`src/rtl/uart_rx.sv`:
```
// UART receive stage: 2-flop synchroniser, mid-bit 3-sample majority vote,
// parity/stop checking, one-cycle valid strobe with error flags.
module uart_rx #(
    parameter int CLK_FREQ  = 48000000,
    parameter int BAUD_RATE = 480000,
    parameter int PARITY    = 0
) (
    input  logic       clk,
    input  logic       reset,
    input  logic       rx,
    output logic [7:0] data_rx,
    output logic       rx_valid,
    output logic       parity_err,
    output logic       frame_err,
    output logic       rx_busy
);

    localparam int CLKS_PER_BIT = CLK_FREQ / BAUD_RATE;
    localparam int HALF         = CLKS_PER_BIT / 2;
    localparam int CW           = $clog2(CLKS_PER_BIT);

    localparam logic [CW-1:0] LP_LAST = CW'(CLKS_PER_BIT - 1);
    localparam logic [CW-1:0] LP_S0   = CW'(HALF - 1);
    localparam logic [CW-1:0] LP_S1   = CW'(HALF);
    localparam logic [CW-1:0] LP_DEC  = CW'(HALF + 1);

    typedef enum logic [2:0] {
        S_IDLE,
        S_START,
        S_DATA,
        S_PARITY,
        S_STOP,
        S_BREAK
    } state_t;

    state_t        r_state;
    logic          r_sync1;
    logic          r_sync2;
    logic [CW-1:0] r_cnt;
    logic [2:0]    r_bit_idx;
    logic [7:0]    r_shift;
    logic          r_smp0;
    logic          r_smp1;
    logic          r_perr;

    logic          w_rx_s;
    logic          w_bit;
    logic          w_decide;
    logic          w_exp_par;
    logic          w_counting;

    assign w_rx_s     = r_sync2;
    assign w_bit      = (r_smp0 & r_smp1) | (r_smp0 & w_rx_s) | (r_smp1 & w_rx_s);
    assign w_decide   = (r_cnt == LP_DEC);
    assign w_exp_par  = (PARITY != 0) ? ~^r_shift : ^r_shift;
    assign w_counting = (r_state != S_IDLE) && (r_state != S_BREAK);

    always_ff @(posedge clk or posedge reset) begin
        if (reset) begin
            r_sync1 <= 1'b1;
            r_sync2 <= 1'b1;
        end else begin
            r_sync1 <= rx;
            r_sync2 <= r_sync1;
        end
    end

    always_ff @(posedge clk or posedge reset) begin
        if (reset) begin
            r_state    <= S_IDLE;
            r_cnt      <= '0;
            r_bit_idx  <= '0;
            r_shift    <= '0;
            r_smp0     <= 1'b0;
            r_smp1     <= 1'b0;
            r_perr     <= 1'b0;
            data_rx    <= '0;
            rx_valid   <= 1'b0;
            parity_err <= 1'b0;
            frame_err  <= 1'b0;
            rx_busy    <= 1'b0;
        end else begin
            rx_valid <= 1'b0;
            if (w_counting) begin
                r_cnt <= (r_cnt == LP_LAST) ? '0 : r_cnt + 1'b1;
                if (r_cnt == LP_S0) r_smp0 <= w_rx_s;
                if (r_cnt == LP_S1) r_smp1 <= w_rx_s;
            end
            case (r_state)
                S_IDLE: begin
                    if (!w_rx_s) begin
                        r_cnt   <= '0;
                        r_state <= S_START;
                        rx_busy <= 1'b1;
                    end
                end
                S_START: begin
                    if (w_decide) begin
                        if (w_bit) begin
                            r_state <= S_IDLE;
                            rx_busy <= 1'b0;
                        end else begin
                            r_state   <= S_DATA;
                            r_bit_idx <= '0;
                        end
                    end
                end
                S_DATA: begin
                    if (w_decide) begin
                        r_shift   <= {w_bit, r_shift[7:1]};
                        r_bit_idx <= r_bit_idx + 1'b1;
                        if (r_bit_idx == 3'd7) r_state <= S_PARITY;
                    end
                end
                S_PARITY: begin
                    if (w_decide) begin
                        r_perr  <= (w_bit != w_exp_par);
                        r_state <= S_STOP;
                    end
                end
                S_STOP: begin
                    if (w_decide) begin
                        rx_valid   <= 1'b1;
                        data_rx    <= r_shift;
                        parity_err <= r_perr;
                        frame_err  <= ~w_bit;
                        // leave mid-stop so a back-to-back start edge is seen
                        if (w_bit) begin
                            r_state <= S_IDLE;
                            rx_busy <= 1'b0;
                        end else begin
                            r_state <= S_BREAK;
                        end
                    end
                end
                S_BREAK: begin
                    if (w_rx_s) begin
                        r_state <= S_IDLE;
                        rx_busy <= 1'b0;
                    end
                end
                default: begin
                    r_state <= S_IDLE;
                    rx_busy <= 1'b0;
                end
            endcase
        end
    end

endmodule

```
`config.mk`:
```
export PLATFORM = sky130hd
export DESIGN_NAME = uart_rx
export DESIGN_NICKNAME = d
export VERILOG_FILES = /design/src/rtl/uart_rx.sv
export SDC_FILE = /design/constraint.sdc
export NUM_CORES = 1
export LEC_CHECK = 0
export CORE_MARGIN = 2
export CORE_UTILIZATION = 35
export CTS_CLUSTER_DIAMETER = 120
export DETAILED_ROUTE_END_ITERATION = 16
export SLEW_MARGIN = 25
export SYNTH_ARGS = -nofsm -noshare
export SYNTH_HDL_FRONTEND = slang
export SYNTH_SLANG_ARGS = --single-unit
```
`constraint.sdc`:
```
create_clock -name clk -period 2.1 [get_ports clk]
set_input_delay 0.315 -clock clk [delete_from_list [all_inputs] [get_ports clk]]
set_output_delay 0.315 -clock clk [all_outputs]
set_load 0.1 [all_outputs]
```
== Word level (Yosys, flattened, before mapping) ==
Index checks and enable logic that the tools add are counted.
Word-level totals
  logic and storage cells: 85
  bits in registers: 38
  input port bits: 3
Operators by class
  eq/ne operators: 22
  reductions and logical operators: 15
  bitwise logic cells: 7
  mux-type cells: 25
  add/subtract/negate cells: 2
Operator list (count)
  two-way mux 3 bit: 11
  two-way mux 7 bit: 4
  equality test 7 x 6 -> 1 bit, second input constant: 3
  case mux 3 bit (6 select lines): 1
  inequality test 2 bit, second input constant: 8
  AND reduction 2 bit: 5
  equality test 3 bit, second input constant: 3
  parity 8 bit: 1
  adder 7 x 1 -> 7 bit, second input constant: 1
  equality test 7 bit, second input constant: 1
  AND reduction 7 bit: 1
  equality test 3 x 2 -> 1 bit, second input constant: 2
  two-way mux 1 bit: 6
  case mux 3 bit (2 select lines): 1
  AND reduction 5 bit: 1
  inequality test 2 x 1 -> 1 bit, second input constant: 2
  case mux 1 bit (4 select lines): 1
  AND reduction 4 bit: 1
  OR reduction 2 bit: 2
  adder 3 x 1 -> 3 bit, second input constant: 1
  bitwise AND 1 bit: 3
  equality test 3 x 1 -> 1 bit, second input constant: 1
  zero test 3 bit: 1
  inequality test 3 bit, second input constant: 1
  other kinds (7): 9

== Longest topological paths before layout ==
Gate-level depths: netlist (run 1).
  depth in word-level cells: 6
  depth in mapped cells: 6
  depth with buffers taken out: 5

== Worst setup path after synthesis (run 1) ==
Ideal clock, no wire load.
  path type: reg-to-reg
  from: register r_cnt[0]
  to: register r_shift[0]
  setup slack: 400 ps
  cell stages (with the launch flop): 6
  buffers on the path: 1
  required time: 1975 ps
  arrival time: 1575 ps
  cell sequence: dfrtp_1 -> ha_1 -> nand4bb_1 -> nor4_4 -> buf_6 -> mux2_2
Between the ends
  cells in the longest elaborated chain, start to end: 2
Ends and longest elaborated chain
  start: declaration: line 39  | logic [CW-1:0] r_cnt;
  start signal: assignment: line 85  | r_cnt <= (r_cnt == LP_LAST) ? '0 : r_cnt + 1'b1;
  equality test 7 x 6 -> 1 bit: line 54  | assign w_decide = (r_cnt == LP_DEC);
  AND reduction 2 bit (no line)
  end signal: assignment: line 110  | r_shift <= {w_bit, r_shift[7:1]};
  end: declaration: line 41  | logic [7:0] r_shift;
Every way passes these cells.
A chain may end at the register's enable or synchronous reset.

== Worst setup path in the final report (run 1) ==
  from: register r_cnt[0]
  to: register r_bit_idx[0]
Between the ends
  cells in the longest elaborated chain, start to end: 3
  elaborated cells on any way between the ends: 4
Ends and longest elaborated chain
  equality test 7 x 6 -> 1 bit (*): line 54
  inequality test 2 bit (no line)
  AND reduction 4 bit (no line) (*)
  end signal: assignment: line 111  | r_bit_idx <= r_bit_idx + 1'b1;
  end: declaration: line 40  | logic [2:0] r_bit_idx;
Every way passes the cells marked *; elsewhere a longest branch is shown, timed or not.

==> results of run 1 <==
[area by class of cell]
class,count,area share (%)
sequential,38,42.7
multi-input combinational,107,39.7
timing repair buffer,19,6.62
tap,70,3.93
clock buffer,5,3.08
clock inverter,3,3.08
inverter,5,0.841
[state kept, by name, summed over array words and instances, names as in the netlist]
register / cells
r_shift: 8
r_smp0: 1
data_rx: 8
rx_valid: 1
parity_err: 1
r_cnt: 7
r_sync1: 1
r_perr: 1
r_bit_idx: 3
r_state: 3
rx_busy: 1
frame_err: 1
r_smp1: 1
r_sync2: 1
[report_power, final]
group / switching (uW) / internal [uW] / total (uW) / leakage [uW]
clock network: 270 / 476 / 746 / 0.0000683
registers: 2.23 / 735 / 737 / 0.000504
logic: 15.6 / 5.57 / 21.2 / 0.000487
total: 288 / 1220 / 1500 / 0.00106
[critical path, delay by kind of cell (launching register included)]
family          cells  cell delay, ns
simple gates        2            0.51
fa+ha+maj           1            0.25
mux                 1            0.30
compound gates      1            0.09
flops               1            0.42
buf+inv             1            0.23
[through the flow]
step / util (%) / hold slack, ns
global route: 42.9 / 0.374
global placement: 40.2 / 0.346
CTS: 42.9 / 0.363
floorplan: - / 0.319
finish: 42.9 / 0.359
detailed placement: 40.2 / 0.349
[cells by family (layout without fill, tap and decap cells)]
family / count (synthesis) / in the layout / synth area share, %
and+or+nand+nor: 44 / 44 / 13.9
buffers and inverters: 13 / 32 / 3.80
DFF: 38 / 38 / 49.9
adders and majority gates: 6 / 6 / 3.86
xor gates and xnor gates: 12 / 12 / 6.61
AOI/OAI and AO/OA: 24 / 24 / 8.77
muxes: 21 / 21 / 13.2
[path summary, 6_finish.rpt]
path	startpoint	end	slack (ns)	depth (start not counted)
min in group asynchronous	reset	r_smp0	0.44	3
min reg2reg	r_sync1	r_sync2	0.36	0
min	r_sync1	r_sync2	0.36	0
max	r_cnt[0]	r_bit_idx[0]	0.19	6
max in group asynchronous	reset	r_sync1	1.31	3
max reg2reg	r_cnt[0]	r_bit_idx[0]	0.19	6
[layer usage]
metal	track usage (%)	vias to the layer above
li1	-	597
met3	3.26	4
met5	0	-
met1	16.8	627
met4	4.91	0
met2	22.8	23
[cells in the final DEF (no fill, tap or decap), drive strengths merged, types with 2 or more instances in the layout]
cell type / Yosys / routed
clkdlybuf4s50: 0 / 2
nor3: 2 / 2
and3: 3 / 3
clkbuf: 4 / 5
dfstp: 2 / 2
o22a: 2 / 2
a32o: 2 / 2
o21ai: 8 / 8
mux2i: 2 / 2
a22o: 3 / 3
buf: 4 / 17
a21oi: 3 / 3
nand2b: 3 / 3
dfrtp: 36 / 36
nand3: 3 / 3
and2: 2 / 2
ha: 5 / 5
nor2: 12 / 12
nor4: 2 / 2
mux2: 19 / 19
xor2: 5 / 5
nand2: 6 / 6
xnor2: 6 / 6
nand4: 3 / 3
o2111ai: 2 / 2
bufinv: 0 / 2
inv: 5 / 5
==> flow_summary.rst, run 1 <==
.. list-table::
   :header-rows: 1

   * - Metric
     - Value
   * - Flip-flop and latch area
     - 953 um2
   * - Setup repair bufs after CTS
     - 0
   * - Number of flops mapped to enable cells by yosys
     - 0
   * - Prevailing post-synth register cell
     - sky130_fd_sc_hd__dfrtp_1
   * - Gate count of the mapped netlist
     - 158
   * - Number of cells after detailed placement
     - 239
   * - Critical path peak fanout
     - 12
   * - Antenna violations before repair
     - 0
   * - Worst slack, placed
     - 0.215 ns
   * - Final count of pins violating max slew
     - 0
   * - Max-slew headroom at the worst pin
     - 66.7%
   * - # rows
     - 26
   * - Multi-input gate area
     - 886 um2
   * - Number of global-route vias before repair
     - 1317
   * - Number of endpoints with negative hold slack in the final report
     - 0
   * - Cell type with the largest total area after synthesis
     - sky130_fd_sc_hd__dfrtp_1
   * - WS Path Type
     - reg -> reg
   * - Worst-case setup margin in the final layout
     - 0.190 ns
   * - Total die area
     - 0.00607 mm2
   * - Mean instance size in the synthesized netlist
     - 12.1 um2
   * - Most used standard cells in the synthesized netlist
     - sky130_fd_sc_hd__dfrtp_1 (36), sky130_fd_sc_hd__mux2_2 (14), sky130_fd_sc_hd__nor2_1 (12)
   * - Yosys top cell area share
     - 47.1%
   * - Clock-pin slew on the worst setup and hold paths
     - 0.08 ns
   * - Max Clock Skew
     - 0.00734 ns
   * - Clk Latency, worst-skew pair
     - 0.29 ns
   * - Worst VDD drop
     - 0.396 mV
   * - Overall routed net length
     - 3.64 mm
   * - Power density over the cells
     - 674 mW/mm2
   * - Pin count of the biggest net entering global routing
     - 39
   * - Root Buffer Master
     - sky130_fd_sc_hd__clkbuf_8
   * - Global routing usage summed across all routing layers
     - 13.5%
   * - Crit path time final
     - 1.91 ns
   * - F_max
     - 0.523 GHz
   * - Required time at the endpoint of the critical path
     - 2.28 ns
   * - Setup repair after global routing missed its margin
     - false
   * - Clock Sink Count
     - 38
   * - Unique masters post-synth
     - 46
   * - Number of port buffers
     - 14
   * - CTS HTree Levels
     - 2
   * - Slowest cell on the critical path
     - sky130_fd_sc_hd__dfrtp_1
   * - First-pass GRT wire length
     - 6.38 mm
   * - Biggest area contributors in the synthesized netlist
     - sky130_fd_sc_hd__dfrtp_1 (47%), sky130_fd_sc_hd__mux2_2 (8.2%), sky130_fd_sc_hd__mux2_4 (3.9%), sky130_fd_sc_hd__ha_1 (3.3%), sky130_fd_sc_hd__dfstp_2 (2.7%)
   * - Yosys Warn Count
     - 0
   * - Area of placed instances
     - 0.00209 mm2
   * - Drt first-iter violations
     - 60
   * - Top routing layer used
     - met4
   * - Kind of capture point of the worst setup path
     - flop
   * - Slew at the pin closest to its max-slew limit
     - 0.494 ns
   * - Hpwl dp
     - 2.58 mm
   * - DR vias
     - 1251
   * - Met3 WL post-DR
     - 142 um
   * - Aggregate global routing overflow
     - 0
   * - Power after layout
     - 1500 uW
   * - Final non-filler cell area
     - 0.00223 mm2
   * - Number of buffers created by CTS
     - 5
   * - DR WL/cell
     - 14.7 um
   * - Final standard cell count with taps included and fillers excluded
     - 247
   * - Final worst-path cycle share
     - 91.0%
   * - Vias/cell
     - 5.06
   * - Sequential share of the synthesized area
     - 49.9%
   * - Detailed-routing wirelength on met1
     - 1.62 mm
   * - Cell Area, Synth
     - 0.00191 mm2
   * - Vertical die dimension
     - 77.9 um
   * - Largest stage delay on the critical path
     - 0.42 ns
   * - N_diodes
     - 0
   * - Final setup violation count
     - 0
   * - # resized after CTS
     - 0
   * - Hold-fix buffers at CTS
     - 0
   * - Number of register bits inferred by synthesis
     - 38
   * - Final routed DRC violation total
     - 0
   * - Layout Nets
     - 184
   * - Die span in x
     - 77.9 um
   * - Fraction of layout cells with a size suffix above 1
     - 29.4%
   * - Initial cell density of the core
     - 36.7%
   * - Final weighted congestion in routability-driven placement
     - 0.784
   * - Setup TNS Final
     - 0 ns
   * - Crit path arrival time
     - 2.09 ns
   * - Deepest clock path buffer count
     - 2
   * - Standard cell core area
     - 0.00520 mm2
   * - Run status
     - completed
   * - TritonCTS clock tree
     - done
   * - Layout filler cell count
     - 495
   * - Leakage power
     - 0.00106 uW
   * - Most common cell in the synthesized netlist
     - sky130_fd_sc_hd__dfrtp_1
   * - Total length of routed met2 wires
     - 1.84 mm
   * - Count of nets left with antenna violations after detail routing
     - 0
   * - Synth-to-Final Area Change
     - 16.7%
   * - Nets in the synthesized netlist
     - 166
   * - CP Launch Type
     - flop
   * - DR pass1 iterations
     - 4
   * - Async set-reset flop share out of synthesis
     - 100%
   * - Min-Delay Path Class
     - reg -> reg
   * - Total I/O pin count
     - 15
   * - Number of max-cap violations
     - 0
   * - Ordered list of cells on the worst path
     - ha_1 -> nand4bb_1 -> nor4_4 -> buf_4 -> a31oi_1 -> mux2_2
(Power assumes the default switching activity.)
==> run 2, diff against run 1 <==
--- a/config.mk
+++ b/config.mk
@@ -6,7 +6,7 @@
 export NUM_CORES = 1
 export LEC_CHECK = 0
 export CORE_MARGIN = 2
-export CORE_UTILIZATION = 35
+export CORE_UTILIZATION = 25
 export CTS_CLUSTER_DIAMETER = 120
 export DETAILED_ROUTE_END_ITERATION = 16
 export SLEW_MARGIN = 25
==> constraint.sdc (replaced) <==
create_clock -name clk -period 1.9 [get_ports clk]
set_input_delay 0.285 -clock clk [delete_from_list [all_inputs] [get_ports clk]]
set_output_delay 0.285 -clock clk [all_outputs]
set_load 0.1 [all_outputs]
==> run 2 against run 1 <==
- critical path depth down 1
- clock power down 7.4%
- final area up 4.3%
- register-to-register slack worse by 0.05 ns
- global-route usage down 4.5 points
- combinational power up 25%
- die area up 38%
- hold slack worse by 0.071 ns
- flip-flop and latch count unchanged
- core utilization down 11 points
- first-iteration DRC count down 8.3%
- via count down 1.8%
- largest power group is now sequential cells
==> flow_summary.rst, run 2 (synthesis results as in run 1) <==
.. list-table::
   :header-rows: 1

   * - Metric
     - Value
   * - Run status
     - completed
   * - Crit path buf inv count
     - 1
   * - # rows
     - 31
   * - First-pass GRT wire length
     - 6.06 mm
   * - Aggregate global routing overflow
     - 0
   * - Crit path time final
     - 1.76 ns
   * - Setup repair bufs after CTS
     - 0
   * - Total I/O pin count
     - 15
   * - Final standard cell count with taps included and fillers excluded
     - 283
   * - Clock-pin slew on the worst setup and hold paths
     - 0.08 ns
   * - Synth-to-Final Area Change
     - 21.7%
   * - Switching power total
     - 321 uW
   * - DR WL/cell
     - 12.2 um
   * - Deepest clock path buffer count
     - 2
   * - Ordered list of cells on the worst path
     - ha_2 -> nand4bb_4 -> nor4_4 -> buf_4 -> mux2_2
   * - Flip-flop and latch area
     - 953 um2
   * - Slew at the pin closest to its max-slew limit
     - 0.474 ns
   * - TritonCTS clock tree
     - done
   * - Leakage power
     - 0.00108 uW
   * - Area of placed instances
     - 0.00219 mm2
   * - Max Clock Skew
     - 0.00870 ns
   * - Critical path peak fanout
     - 11
   * - Most frequent standard cell in the layout excluding fill and tap cells
     - sky130_fd_sc_hd__dfrtp_1
   * - Required time at the endpoint of the critical path
     - 2.08 ns
   * - Final worst-path cycle share
     - 92.8%
   * - Worst VDD drop
     - 0.249 mV
   * - Setup repair after global routing missed its margin
     - false
   * - Final non-filler cell area
     - 0.00233 mm2
   * - Pin count of the biggest net entering global routing
     - 30
   * - Initial cell density of the core
     - 26.1%
   * - Root Buffer Master
     - sky130_fd_sc_hd__clkbuf_8
   * - Number of buffers created by CTS
     - 5
   * - CTS HTree Levels
     - 2
   * - Die span in x
     - 91.5 um
   * - Final setup violation count
     - 0
   * - Antenna violations before repair
     - 0
   * - Sw frac
     - 20.9%
   * - DR vias
     - 1228
   * - Total die area
     - 0.00836 mm2
   * - WS Path Type
     - reg -> reg
   * - Number of endpoints with negative hold slack in the final report
     - 0
   * - Vias/cell
     - 4.34
   * - Final Util
     - 31.7%
   * - Layout filler cell count
     - 739
   * - Final count of pins violating max slew
     - 0
   * - N_diodes
     - 0
   * - F_max
     - 0.567 GHz
   * - Fraction of layout cells with a size suffix above 1
     - 33.2%
   * - Largest stage delay on the critical path
     - 0.42 ns
   * - Drt first-iter violations
     - 55
   * - Setup TNS Final
     - 0 ns
   * - Commonest non-fill, non-tap cells in the layout
     - sky130_fd_sc_hd__dfrtp_1 (36), sky130_fd_sc_hd__buf_4 (23), sky130_fd_sc_hd__mux2_2 (14)
   * - Combinational cell fraction of total power
     - 1.7%
   * - Crit path arrival time
     - 1.94 ns
   * - Slowest cell on the critical path
     - sky130_fd_sc_hd__dfrtp_1
   * - Kind of cell with the highest combined delay on the critical path
     - flip-flops
   * - Hpwl dp
     - 2.50 mm
   * - Fraction of power consumed by sequential logic
     - 53.2%
   * - Vertical die dimension
     - 91.5 um
   * - Kind of capture point of the worst setup path
     - flop
   * - Max-slew headroom at the worst pin
     - 68.1%
   * - Min-Delay Path Class
     - in -> async
   * - Fraction of power consumed by the clock network
     - 45.1%
   * - R2R setup slack
     - 0.14 ns
   * - Number of cells after detailed placement
     - 275
   * - Layout Nets
     - 191
   * - Number of port buffers
     - 14
   * - Number of global-route vias before repair
     - 1219
   * - DR pass1 iterations
     - 4
   * - Global routing usage summed across all routing layers
     - 8.99%
   * - CP Launch Type
     - flop
   * - Final routed DRC violation total
     - 0
   * - Multi-input gate area
     - 905 um2
   * - Final weighted congestion in routability-driven placement
     - 0.780
   * - Internal power of the cells
     - 1210 uW
   * - Standard cell core area
     - 0.00733 mm2
   * - Largest registers in the final layout
     - data_rx x8, r_shift x8, r_cnt x7
   * - Overall routed net length
     - 3.44 mm
   * - Number of max-cap violations
     - 0
   * - Clk Latency, worst-skew pair
     - 0.29 ns
   * - Clock Sink Count
     - 38
   * - Hold Worst Slack
     - 0.289 ns
   * - Power density over the cells
     - 658 mW/mm2
   * - Count of nets left with antenna violations after detail routing
     - 0
-- run 2: power groups by stage --
stage / clock, uW / combinational, uW / sequential [uW]
finish: 691 / 26.6 / 815
global route: 744 / 31.5 / 815
CTS: 715 / 28.6 / 815
detailed placement: 0 / 28.6 / 831
global placement: 0 / 28.1 / 830
floorplan: 0 / 16.2 / 828
-- run 2: what timing repair did --
action	in CTS	in global routing
hold buffers	0	0
gates resized for setup	0	2
setup endpoints to repair	0	9
hold endpoints to repair	0	0
-- run 2: worst paths after layout --
path / startpoint / endpoint / cells after the start
max: r_cnt[0] / r_shift[3] / 5
min reg2reg: r_sync1 / r_sync2 / 0
min: reset / r_cnt[5] / 2
max in group asynchronous: reset / rx_busy / 3
min in group clk: r_sync1 / r_sync2 / 0
max reg2reg: r_cnt[0] / r_shift[3] / 5
-- run 2: layer usage --
| metal | global-route usage [%] | wire [um] | vias up | share of wire [%] |
|---|---|---|---|---|
| met5 | 0 | 0 | - | 0 |
| li1 | - | - | 616 | - |
| met4 | 2.65 | 32 | 0 | 0.93 |
| met2 | 12.1 | 1440 | 16 | 42 |
| met1 | 13.4 | 1840 | 591 | 53 |
| met3 | 2.99 | 125 | 5 | 3.6 |
-- run 2: cell type report --
class | instances | share of cell area [%]
flip-flops and latches | 38 | 41.0
clock inverters | 3 | 1.94
repair buffers | 26 | 9.14
clock buffers | 5 | 2.96
well taps | 99 | 5.32
multi-input cells | 107 | 38.9
inverters | 5 | 0.806
-- run 2: stage by stage --
step	worst slack, ns	power (uW)
finish	0.137	1530
global route	0.0153	1590
CTS	0.0109	1560
detailed placement	0.0366	859
global placement	0.0991	858
floorplan	0.200	844
==> run 3, diff against run 2 <==
--- a/config.mk
+++ b/config.mk
@@ -5,6 +5,7 @@
 export SDC_FILE = /design/constraint.sdc
 export NUM_CORES = 1
 export LEC_CHECK = 0
+export CAP_MARGIN = 25
 export CORE_MARGIN = 2
 export CORE_UTILIZATION = 25
 export CTS_CLUSTER_DIAMETER = 120
==> results of run 3 <==
Same layout as run 2: the final DEF is identical, and so are final timing and power.
==> patch 1, RTL diff (settings of run 3) <==
The 6 states of `state_t` get a one-hot encoding in 6 bits.
--- a/src/rtl/uart_rx.sv
+++ b/src/rtl/uart_rx.sv
@@ -24,13 +24,13 @@
     localparam logic [CW-1:0] LP_S1   = CW'(HALF);
     localparam logic [CW-1:0] LP_DEC  = CW'(HALF + 1);
 
-    typedef enum logic [2:0] {
-        S_IDLE,
-        S_START,
-        S_DATA,
-        S_PARITY,
-        S_STOP,
-        S_BREAK
+    typedef enum logic [5:0] {
+        S_IDLE   = 6'b000001,
+        S_START  = 6'b000010,
+        S_DATA   = 6'b000100,
+        S_PARITY = 6'b001000,
+        S_STOP   = 6'b010000,
+        S_BREAK  = 6'b100000
     } state_t;
 
     state_t        r_state;
Behaviour: same outputs for any inputs over 10 cycles, from zero or initial values and one cycle with reset high; not proved beyond that.
==> patch 1 against run 3 <==
- worst setup slack got worse by 16 ps
- critical path depth decreased by 1
- area after synthesis increased by 9.3%
- sequential cell count increased by 3
- via count increased by 9.7%
- final area increased by 4.9%
- worst hold slack improved by 51 ps
- critical path type unchanged
- synthesized cell count increased by 12%
- wire length increased by 3.6%
- clock skew increased by 2.9 ps
Power is not compared: it rests on default switching activity, and its combinational part moved more than twofold at a synthesized area within 25%.
==> patch 1: results (changes against run 3) <==
<table>
<tr><th>Metric</th><th>Value</th></tr>
<tr><th colspan="2">Detailed routing</th></tr>
<tr><td>Routed length per placed instance</td><td>12.0 um (was 12.2 um)</td></tr>
<tr><td>Via/cell ratio</td><td>4.52 (was 4.34)</td></tr>
<tr><td>Metal2 WL</td><td>1670 um (was 1440 um)</td></tr>
<tr><td>Total vias in the final route</td><td>1347 (was 1228)</td></tr>
<tr><td>Initial DRC Count</td><td>94 (was 55)</td></tr>
<tr><td>Total met3 wirelength after detailed routing</td><td>114 um (was 125 um)</td></tr>
<tr><th colspan="2">Critical path</th></tr>
<tr><td>Data arrival time of the critical path</td><td>1960 ps (was 1940 ps)</td></tr>
<tr><td>Reg2reg path depth</td><td>4 (was 5)</td></tr>
<tr><td>Kind of cell adding the most delay to the critical path</td><td>simple AND/OR/NAND/NOR gates (was flip-flops)</td></tr>
<tr><td>Slack of the worst reg-to-reg path</td><td>120 ps (was 140 ps)</td></tr>
<tr><td>Crit-path max cell delay</td><td>440 ps (was 420 ps)</td></tr>
<tr><td>Peak fanout along the critical path</td><td>12 (was 11)</td></tr>
<tr><th colspan="2">Placement</th></tr>
<tr><td>Instance area at placement</td><td>2310 um^2 (was 2190 um^2)</td></tr>
<tr><td>Weighted congestion at the end of routability-driven global placement</td><td>0.774 (was 0.780)</td></tr>
<tr><td>Pre-CTS WS</td><td>126 ps (was 36.6 ps)</td></tr>
<tr><th colspan="2">Synthesis</th></tr>
<tr><td>Mean area per synthesized cell</td><td>11.8 um^2 (was 12.1 um^2)</td></tr>
<tr><td>Proportion of synthesized chip area in sequential cells</td><td>49.3% (was 49.9%)</td></tr>
<tr><td>Synth top cells by count</td><td>38 x dfrtp_1, 15 x mux2_2, 10 x nor2_1, 9 x nand2_1 (was 36 x dfrtp_1, 14 x mux2_2, 12 x nor2_1, 7 x o21ai_0)</td></tr>
<tr><td>Nets in the synthesized netlist</td><td>185 (was 166)</td></tr>
<tr><td>Leading cell types by total area after synthesis</td><td>dfrtp_1 46%, mux2_2 8.1%, mux2_4 5.0%, dfstp_2 3.8%, xor2_1 3.4% (was dfrtp_1 47%, mux2_2 8.2%, mux2_4 3.9%, ha_1 3.3%, dfstp_2 2.7%)</td></tr>
<tr><th colspan="2">Cells and area</th></tr>
<tr><td>Proportion of layout cells with a drive suffix above 1</td><td>30.6% (was 33.2%)</td></tr>
<tr><td>Layout Nets</td><td>200 (was 191)</td></tr>
<tr><th colspan="2">Run status</th></tr>
<tr><td>Outcome</td><td>complete, no violations (unchanged)</td></tr>
<tr><th colspan="2">Timing</th></tr>
<tr><td>Min Hold Slack</td><td>340 ps (was 289 ps)</td></tr>
<tr><td>Clock skew after layout</td><td>11.7 ps (was 8.70 ps)</td></tr>
<tr><th colspan="2">GRT</th></tr>
<tr><td>Largest net degree at the start of global routing</td><td>42 (was 30)</td></tr>
</table>
==> patch 1: cell count changes in the layout (fill, tap and decap cells not counted), moves of 3 or more <==
cell | run 3 | this run
o21a_1 | 0 | 3
buf_4 | 23 | 15
nand2_1 | 6 | 9
nand3_1 | 3 | 8
and3_1 | 3 | 0
nand2b_1 | 3 | 0
xor2_1 | 4 | 8
==> patch 1: layout make-up <==
cell class,instances,share of cell area [%]
sequential,41,42.2
multi-input combinational,120,40.2
timing repair buffer,19,6.71
tap,105,5.38
clock buffer,5,2.82
clock inverter,3,1.90
inverter,5,0.769
==> patch 1: final timing paths <==
path                          start          to
setup / recovery           r_cnt[3]  data_rx[5]
hold / removal                reset  data_rx[4]
setup reg to reg           r_cnt[3]  data_rx[5]
hold reg to reg             r_sync1     r_sync2
max in group asynchronous     reset     r_sync1
min in group clk            r_sync1     r_sync2
==> patch 1: cells by family (layout without fill, tap and decap cells) <==
family / count (synthesis) / after routing / synth area share [%]
simple gates: 50 / 50 / 15.0
buf+inv: 16 / 32 / 4.49
fa+ha+maj: 6 / 6 / 3.47
xor+xnor: 15 / 15 / 6.29
flops: 41 / 41 / 49.3
mux: 22 / 22 / 13.1
compound gates: 27 / 27 / 8.38
==> patch 1: report_power, final <==
group | internal, mW | switching [mW] | total [mW]
Clock | 0.393 | 0.317 | 0.710
Combinational | 0.381 | 0.453 | 0.835
Sequential | 0.968 | 0.147 | 1.12
Total | 1.74 | 0.917 | 2.66
==> patch 1: worst min-delay path: stages <==
cell and delay, ps:
clkdlybuf4s50_1 390, inv_1 90, buf_12 230
==> patch 1: routing by layer <==
layer  vias up  global-route usage (%)
met3         6                    1.82
met1       674                    11.3
li1        647                       -
met5         -                       0
met4         0                    3.93
met2        20                    13.1
==> patch 2, RTL diff (settings of run 3) <==
Made on the original files. Change the parameter `CLK_FREQ` from 48000000 to 12000000.
--- a/src/rtl/uart_rx.sv
+++ b/src/rtl/uart_rx.sv
@@ -1,7 +1,7 @@
 // UART receive stage: 2-flop synchroniser, mid-bit 3-sample majority vote,
 // parity/stop checking, one-cycle valid strobe with error flags.
 module uart_rx #(
-    parameter int CLK_FREQ  = 48000000,
+    parameter int CLK_FREQ  = 12000000,
     parameter int BAUD_RATE = 480000,
     parameter int PARITY    = 0
 ) (
Check against the original RTL: no difference found for any inputs over 10 cycles, from zero or initial values and one cycle with reset high; that may be too few to reach the edited logic, so the function may still have changed.
==> patch 2 against run 3 <==
- worst hold slack improved by 61 ps
- area after synthesis fell by 1.6%
- final cell count fell by 3.5%
- utilization fell by 0.97 points
- wire length rose by 4.0%
- maximum frequency rose by 1.2%
- final area fell by 4.1%
- sequential cell count fell by 2
- worst setup slack improved by 21 ps
Power is not compared: it rests on default switching activity, and its combinational part moved more than twofold at a synthesized area within 25%.
==> patch 2: results (changes against run 3) <==
<table>
<tr><th>Metric</th><th>Value</th></tr>
<tr><th colspan="2">GRT</th></tr>
<tr><td>Total global-route track usage</td><td>9.61% (was 8.99%)</td></tr>
<tr><td>Vias in the first global route</td><td>1254 (was 1219)</td></tr>
<tr><td>First-pass GRT wire length</td><td>6280 um (was 6060 um)</td></tr>
<tr><th colspan="2">Run status</th></tr>
<tr><td>Outcome</td><td>complete, no violations (unchanged)</td></tr>
<tr><th colspan="2">Cells and area</th></tr>
<tr><td>Layout Nets</td><td>181 (was 191)</td></tr>
<tr><td>Non-filler cells in the finished layout</td><td>273 (was 283)</td></tr>
<tr><td>Fill cell total of the finished layout</td><td>751 (was 739)</td></tr>
<tr><td>Proportion of layout cells with a drive suffix above 1</td><td>35.1% (was 33.2%)</td></tr>
<tr><th colspan="2">Critical path</th></tr>
<tr><td>Slack of the worst reg-to-reg path</td><td>160 ps (was 140 ps)</td></tr>
<tr><td>Peak fanout along the critical path</td><td>12 (was 11)</td></tr>
<tr><td>Worst reg2reg path endpoint</td><td>data_rx[5] (was r_shift[3])</td></tr>
<tr><td>Launch point of the worst reg-to-reg path</td><td>r_cnt[1] (was r_cnt[0])</td></tr>
<tr><th colspan="2">Placement</th></tr>
<tr><td>Placed insts</td><td>264 (was 275)</td></tr>
<tr><td>Post-detail-place hpwl</td><td>2540 um (was 2500 um)</td></tr>
<tr><td>Weighted congestion at the end of routability-driven global placement</td><td>0.826 (was 0.780)</td></tr>
<tr><th colspan="2">Timing</th></tr>
<tr><td>Max-slew headroom</td><td>65.6% (was 68.1%)</td></tr>
<tr><td>Clock skew after layout</td><td>6.71 ps (was 8.70 ps)</td></tr>
<tr><th colspan="2">Detailed routing</th></tr>
<tr><td>Routed length per placed instance</td><td>13.1 um (was 12.2 um)</td></tr>
<tr><td>Initial DRC Count</td><td>45 (was 55)</td></tr>
<tr><td>Via/cell ratio</td><td>4.35 (was 4.34)</td></tr>
<tr><th colspan="2">Synthesis</th></tr>
<tr><td>Leading cell types by total area after synthesis</td><td>dfrtp_1 45%, mux2_2 7.8%, mux2_4 5.6%, xnor2_1 3.7%, ha_1 3.3% (was dfrtp_1 47%, mux2_2 8.2%, mux2_4 3.9%, ha_1 3.3%, dfstp_2 2.7%)</td></tr>
<tr><td>Mean area per synthesized cell</td><td>12.5 um^2 (was 12.1 um^2)</td></tr>
<tr><td>Nets in the synthesized netlist</td><td>159 (was 166)</td></tr>
<tr><td>Synth top cells by count</td><td>34 x dfrtp_1, 13 x mux2_2, 9 x nand2_1, 8 x nor2_1, 8 x xnor2_1 (was 36 x dfrtp_1, 14 x mux2_2, 12 x nor2_1, 7 x o21ai_0)</td></tr>
<tr><td>Proportion of synthesized chip area in sequential cells</td><td>48.0% (was 49.9%)</td></tr>
<tr><th colspan="2">Min path</th></tr>
<tr><td>Class of the tightest hold or removal check</td><td>register to register (was primary input to async pin)</td></tr>
</table>
-- patch 2: final cells by class --
class,count,area (um^2),area share [%]
inverter,7,26.3,1.18
clock buffer,5,68.8,3.08
multi-input combinational,100,890,39.9
sequential,36,903,40.5
timing repair buffer,23,178,7.96
tap,99,124,5.55
clock inverter,3,42.5,1.91
-- patch 2: cell families after synthesis --
kind of cell	after synthesis	synth area share, %
adders and majority gates	6	3.86
buffers and inverters	15	4.72
AOI/OAI and AO/OA	26	11.2
muxes	23	15.0
xor gates and xnor gates	13	6.78
and+or+nand+nor	32	10.5
DFF	36	48.0
-- patch 2: worst max path at each step --
stage | from | endpoint | slack (ps) | depth (start not counted)
3_5_place_dp | r_sync2 | r_perr | 110 | 4
5_1_grt | r_cnt[1] | rx_busy | 40 | 6
6_report | r_cnt[1] | data_rx[5] | 160 | 6
4_1_cts | r_sync2 | r_perr | 110 | 4
2_1_floorplan | r_cnt[1] | r_shift[0] | 270 | 5
3_3_place_gp | r_sync2 | r_perr | 110 | 4
-- patch 2: per-stage QoR --
step | area (um^2) | setup slack [ps] | hold slack (ps)
2_1_floorplan | 1880 | 271 | 289
6_report | 2230 | 158 | 349
4_1_cts | 2220 | 106 | 352
3_3_place_gp | 2110 | 113 | 347
3_5_place_dp | 2110 | 114 | 347
5_1_grt | 2230 | 41.4 | 360
-- patch 2: metal layers --
| metal | wire length [um] | up-vias | part of all wire (%) | GRT usage (%) |
|---|---|---|---|---|
| li1 | - | 585 | - | - |
| met1 | 1670 | 584 | 47 | 12.6 |
| met2 | 1750 | 16 | 49 | 15.0 |
| met3 | 125 | 2 | 3.5 | 2.75 |
| met4 | 33 | 0 | 0.92 | 3.59 |
| met5 | 0 | - | 0 | 0 |
